`config.mk`:
```
export PLATFORM = sky130hd
export DESIGN_NAME = wb_mem_arb3
export DESIGN_NICKNAME = d
export VERILOG_FILES = /design/src/rtl/wb_mem_arb3.sv
export SDC_FILE = /design/constraint.sdc
export NUM_CORES = 1
export LEC_CHECK = 0
export ABC_AREA = 1
export BUFFER_PORTS_ARGS = -buffer_cell sky130_fd_sc_hd__buf_2
export CORE_AREA = 2 2 150 152
export CTS_BUF_LIST = sky130_fd_sc_hd__clkbuf_4 sky130_fd_sc_hd__clkbuf_8 sky130_fd_sc_hd__clkbuf_16
export DETAILED_ROUTE_END_ITERATION = 8
export DIE_AREA = 0 0 152 154
export PLACE_DENSITY = 0.44
export SLEW_MARGIN = 40
export SYNTH_ARGS = -nofsm -noshare
export SYNTH_HDL_FRONTEND = slang
export SYNTH_SLANG_ARGS = --single-unit
```
`constraint.sdc`:
```
create_clock -name wb_clk_i -period 1.5 [get_ports wb_clk_i]
set_input_delay 0.075 -clock wb_clk_i [delete_from_list [all_inputs] [get_ports wb_clk_i]]
set_output_delay 0.075 -clock wb_clk_i [all_outputs]
set_load 0.01 [all_outputs]
```
`src/rtl/wb_mem_arb3.sv`:
```
// Round-robin Wishbone B3 arbiter sharing one memory port between debug, dbus and ibus masters.
// A grant lasts for the owner's whole bus cycle; a watchdog aborts strobes the slave never terminates.
module wb_mem_arb3 #(
    parameter int AW      = 32,
    parameter int DW      = 32,
    parameter int TIMEOUT = 1024
) (
    input  logic                  wb_clk_i,
    input  logic                  wb_rst_i,
    input  logic [3*AW-1:0]       m_adr_i,
    input  logic [3*DW-1:0]       m_dat_i,
    input  logic [3*(DW/8)-1:0]   m_sel_i,
    input  logic [2:0]            m_we_i,
    input  logic [2:0]            m_cyc_i,
    input  logic [2:0]            m_stb_i,
    input  logic [8:0]            m_cti_i,
    input  logic [5:0]            m_bte_i,
    output logic [DW-1:0]         m_dat_o,
    output logic [2:0]            m_ack_o,
    output logic [2:0]            m_err_o,
    output logic [2:0]            m_rty_o,
    output logic [AW-1:0]         s_adr_o,
    output logic [DW-1:0]         s_dat_o,
    output logic [DW/8-1:0]       s_sel_o,
    output logic                  s_we_o,
    output logic                  s_cyc_o,
    output logic                  s_stb_o,
    output logic [2:0]            s_cti_o,
    output logic [1:0]            s_bte_o,
    input  logic [DW-1:0]         s_dat_i,
    input  logic                  s_ack_i,
    input  logic                  s_err_i,
    input  logic                  s_rty_i,
    output logic [2:0]            grant_o,
    output logic                  timeout_o
);
    localparam int SW = DW / 8;
    localparam int WW = (TIMEOUT > 0) ? $clog2(TIMEOUT + 1) : 1;
    localparam logic [WW-1:0] WD_LAST = (TIMEOUT > 0) ? WW'(TIMEOUT - 1) : '0;

    typedef enum logic [1:0] {IDLE = 2'd0, BUSY = 2'd1, ABORT = 2'd2} state_t;

    state_t        r_state, w_state_nxt;
    logic [1:0]    r_owner, w_owner_nxt;
    logic [1:0]    r_last, w_last_nxt;
    logic [1:0]    w_pick, w_sel;
    logic [WW-1:0] r_wdog, w_wdog_nxt;
    logic          r_timeout, w_timeout_nxt;
    logic [2:0]    w_own_oh;
    logic          w_own_cyc, w_own_stb, w_term;

    // Rotation 0->1->2->0 starting just after the previous owner.
    always_comb begin
        case (r_last)
            2'd0:    w_pick = m_cyc_i[1] ? 2'd1 : (m_cyc_i[2] ? 2'd2 : 2'd0);
            2'd1:    w_pick = m_cyc_i[2] ? 2'd2 : (m_cyc_i[0] ? 2'd0 : 2'd1);
            default: w_pick = m_cyc_i[0] ? 2'd0 : (m_cyc_i[1] ? 2'd1 : 2'd2);
        endcase
    end

    assign w_sel     = (r_owner == 2'd3) ? 2'd0 : r_owner;
    assign w_own_cyc = m_cyc_i[w_sel];
    assign w_own_stb = m_stb_i[w_sel];
    assign w_own_oh  = 3'b001 << w_sel;
    assign w_term    = s_ack_i | s_err_i | s_rty_i;
    assign timeout_o = r_timeout;

    // Next-state logic: grant in IDLE, hold until the owner drops cyc, watchdog into ABORT.
    always_comb begin
        w_state_nxt   = r_state;
        w_owner_nxt   = r_owner;
        w_last_nxt    = r_last;
        w_wdog_nxt    = '0;
        w_timeout_nxt = 1'b0;
        case (r_state)
            IDLE: begin
                if (|m_cyc_i) begin
                    w_state_nxt = BUSY;
                    w_owner_nxt = w_pick;
                    w_last_nxt  = w_pick;
                end else begin
                    w_state_nxt = IDLE;
                end
            end
            BUSY: begin
                if (!w_own_cyc) begin
                    w_state_nxt = IDLE;
                end else if (w_term) begin
                    w_wdog_nxt = '0;
                end else if (w_own_stb) begin
                    if ((TIMEOUT != 0) && (r_wdog == WD_LAST)) begin
                        w_state_nxt   = ABORT;
                        w_timeout_nxt = 1'b1;
                    end else begin
                        w_wdog_nxt = r_wdog + 1'b1;
                    end
                end else begin
                    w_wdog_nxt = r_wdog;
                end
            end
            ABORT: begin
                if (!w_own_cyc) begin
                    w_state_nxt = IDLE;
                end else begin
                    w_state_nxt = ABORT;
                end
            end
            default: w_state_nxt = IDLE;
        endcase
    end

    // State registers with synchronous reset; last=2 lets master 0 win first.
    always_ff @(posedge wb_clk_i) begin
        if (wb_rst_i) begin
            r_state   <= IDLE;
            r_owner   <= 2'd0;
            r_last    <= 2'd2;
            r_wdog    <= '0;
            r_timeout <= 1'b0;
        end else begin
            r_state   <= w_state_nxt;
            r_owner   <= w_owner_nxt;
            r_last    <= w_last_nxt;
            r_wdog    <= w_wdog_nxt;
            r_timeout <= w_timeout_nxt;
        end
    end

    // Slave-side mux and owner-only termination routing.
    always_comb begin
        s_adr_o = '0;
        s_dat_o = '0;
        s_sel_o = '0;
        s_we_o  = 1'b0;
        s_cyc_o = 1'b0;
        s_stb_o = 1'b0;
        s_cti_o = 3'b000;
        s_bte_o = 2'b00;
        m_ack_o = 3'b000;
        m_err_o = 3'b000;
        m_rty_o = 3'b000;
        grant_o = 3'b000;
        m_dat_o = s_dat_i;
        case (r_state)
            BUSY: begin
                s_adr_o = m_adr_i[w_sel*AW +: AW];
                s_dat_o = m_dat_i[w_sel*DW +: DW];
                s_sel_o = m_sel_i[w_sel*SW +: SW];
                s_we_o  = m_we_i[w_sel];
                s_cyc_o = w_own_cyc;
                s_stb_o = w_own_stb;
                s_cti_o = m_cti_i[w_sel*3 +: 3];
                s_bte_o = m_bte_i[w_sel*2 +: 2];
                m_ack_o = {3{s_ack_i}} & w_own_oh;
                m_err_o = {3{s_err_i}} & w_own_oh;
                m_rty_o = {3{s_rty_i}} & w_own_oh;
                grant_o = w_own_oh;
            end
            ABORT: begin
                grant_o = w_own_oh;
                m_err_o = {3{w_own_stb}} & w_own_oh;
            end
            default: begin
                grant_o = 3'b000;
            end
        endcase
    end
endmodule

```
==> impl.org <==
** Status
- Result of the run :: finished, violations left
- The checks that failed: setup timing.

** Clock network
- Counting along the longest clock path gives a buffer depth of 2.
- TritonCTS built the clock tree.
- Clock Latency Late Sink :: 0.25 ns
- The number of clock buffers added by TritonCTS is 3.
- Deepest level of the CTS H-tree :: 1
- Quantity of hold-fixing buffers added after cts :: 0
- After clock tree synthesis, the clock-pin slew on the worst setup and hold paths is 0.05 ns.
- The tree is rooted in a clkbuf_16.
- For this design, the sink count on the clock tree is 17.

** Synthesis
- Yosys attributes the largest share of cell area to nor2_1 20%, a21oi_1 12%, nand2_1 12%.
- Share of synthesized flip-flops with an asynchronous set or reset :: 0%
- A synthesized cell averages 5.255 um^2.
- After synthesis, the largest area contributor takes up 19.66% of total cell area.
- For this run, the leading register cell type out of synthesis is dfxtp_1.
- Post-synth net total :: 898
- Synthesis inferred 17 register bits.
- Number of enable-type register cells in the synthesized netlist :: 0
- Synthesized instance count :: approximately 630
- The synthesized netlist occupies a cell area of 3284 um^2.
- List of most frequent post-synthesis cells :: 172 x nor2_1, 109 x nand2_1, 82 x a21oi_1
- Total number of yosys warnings :: 0
- For this run, the register share of the synthesized area comes to 10.36%.
- Largest area contributor in the synthesized netlist :: nor2_1
- Among all cell types in the netlist, the one instantiated most often is nor2_1.
- Synth unique cells :: 32

** GRT
- Antenna violations before repair :: 2
- Vias in the first global route :: approximately 5100
- Global routing used between 10% and 20% of the available tracks across all layers.
- Wire length of the first global-routing pass :: 29010 um
- After global routing the overflow that remains totals 0.
- Maximum number of pins on one net before global-route repair :: 42

** Route
- After detailed routing, the number of vias per cell comes to 4.172.
- In the routed design, unresolved DRC markers number 0.
- Routed len/inst :: 15.18 um
- The routed design has about 19000 um of wire.
- Vias :: between 5000 and 6000
- DRT Pass-1 Iters :: 4
- Number of nets with antenna violations after routing :: 0
- Starting DRC count in detailed routing :: around 260

** Die
- From left edge to right edge, the die measures 152 um.
- Y dimension of the die :: ~150 um
- Num rows :: 54
- Die outline area :: 23410 um^2
- slightly below 400 I/O pins were placed.
- Initial core utilization :: 15.14%
- Core area :: approximately 22000 um^2

** Setup path
- The worst setup path is launched from a flop.
- The critical path in this run is classified as flop to output pin.
- Kind of capture point of the worst setup path :: output pin
- For the worst setup path, the data arrival time is 1.82 ns.
- Worst Path Max Fanout :: 8
- STA puts the critical path data required time at 1.42 ns.

** STA
- The tightest hold path in the finished design has a slack of 0.02551 ns.
- Final setup viols :: 95
- Unrepaired setup endpoints after global routing :: true
- Subtracting the final worst setup slack from the clock period gives 1.896 ns.
- In this run the tightest slew margin relative to its limit is about two thirds.
- For this run, the top clock speed supported by timing is 527.5 MHz.
- Actual transition at the worst max-transition pin :: 0.4693 ns
- The final hold violation count came to 0.
- In the post-route analysis, the smallest setup slack over all paths is -0.3959 ns.
- Count of pins over their slew limit :: 0
- Period utilisation layout :: 126.4%
- Clock skew after layout :: 0.002423 ns

** Place
- The HPWL after detailed placement is 14640 um.
- Summing all placed instances gives a cell area of 5477 um^2.
- Gpl congestion :: 0.8345
- Port buffering added 321 buffers.
- Before CTS, the worst setup slack after placement is -0.2595 ns.

** Cells and area
- Layout Nets :: 1253
- In the final layout, the share of cells above drive strength 1 is 58.94%.
- The finished cells cover ~6600 um^2.
- Layout area overhead :: 102.1%

** Run
- Max-cap violations in this run came to 0.

** Pwr
- Total power density per cell area :: between 1500 and 2000 nW/um^2
- Pwr Total :: about 10 mW
- Worst IR Drop VDD :: between 600 and 700 uV
- For this design the static power due to leakage is 3.329 nW.

** Worst hold path
- Classification of the worst-slack hold path :: primary input to flop
==> power by group <==
part | switching, mW | internal [mW]
clock | 0.192 | 0.357
sequential | 0.0655 | 0.522
combinational | 4.97 | 4.30
==> stage by stage <==
step,utilization (%),TNS (ns),cells
floorplan,-,0,625
global placement,25.25,-7.747,1222
detailed placement,25.25,-10.21,1222
CTS,28.52,-29.77,1249
global route,30.60,-36.48,1261
finish,30.60,-28.34,1261
==> per-layer routing <==
layer	track usage [%]	share of wire, %
met5	0	0
met4	2.893	1.5
met3	2.678	6.0
met2	26.58	49
met1	20.05	43
==> placed cells by master, fill, tap and decap left out, types with 10 or more instances in the layout <==
master and count:
o21ai_0 43, buf_6 17, a21oi_2 41, buf_12 19, buf_4 67, dfxtp_1 13, nand2_2 31, nand2_4 17
buf_2 315, o21ai_1 32, a21oi_1 37, inv_1 23, nor2_1 164, nor2_2 10, nand2_1 69
==> registers in the layout, indices dropped and copies added (netlist names) <==
| register | flops |
|---|---|
| r_owner | 2 |
| r_wdog | 11 |
| timeout_o | 1 |
| r_state | 2 |
| r_last | 1 |
==> cell type report <==
| class | instances | area [um^2] |
|---|---|---|
| diodes | 2 | 5.005 |
| clock buffers | 3 | 75.07 |
| clock inverters | 1 | 5.005 |
| fillers | 2447 | 15050 |
| inverters | 32 | 140.1 |
| multi-input cells | 502 | 2900 |
| flip-flops and latches | 17 | 345.3 |
| well taps | 280 | 350.3 |
| repair buffers | 424 | 2816 |
==> worst max-delay path, cell delays in order, from the launching register on <==
cell	delay, ns
dfxtp_2	0.33
inv_2	0.05
ha_4	0.18
buf_8	0.14
nor2_4	0.17
buf_12	0.17
buf_12	0.14
nand2_2	0.06
a21oi_2	0.15
buf_2	0.17
==> logic make-up after synthesis <==
| group | count (synthesis) | synth area share, % |
|---|---|---|
| AOI/OAI and AO/OA | 168 | 26.21 |
| DFF | 17 | 10.36 |
| buffers and inverters | 106 | 18.06 |
| and+or+nand+nor | 324 | 41.79 |
| xor gates and xnor gates | 2 | 0.5334 |
| adders and majority gates | 8 | 3.048 |
==> final timing paths <==
path | start | to | slack (ns) | depth (start not counted)
setup / recovery | r_owner[1]$_SDFFE_PP0P_ | s_dat_o[15] | -0.40 | 9
setup reg to reg | r_owner[1]$_SDFFE_PP0P_ | r_wdog[0]$_SDFFE_PP0N_ | -0.29 | 12
hold / removal | wb_rst_i | r_owner[1]$_SDFFE_PP0P_ | 0.03 | 2
hold reg to reg | r_wdog[9]$_SDFFE_PP0N_ | r_wdog[9]$_SDFFE_PP0N_ | 0.51 | 2
==> timing repair <==
action | 4_1_cts | 5_1_grt
resized for setup | 75 | 138
buffers inserted | 18 | 14
endpoints found under the setup margin | 100 | 100
pin swaps | 28 | 37
cloned | 7 | 1
(Power assumes the default switching activity.)
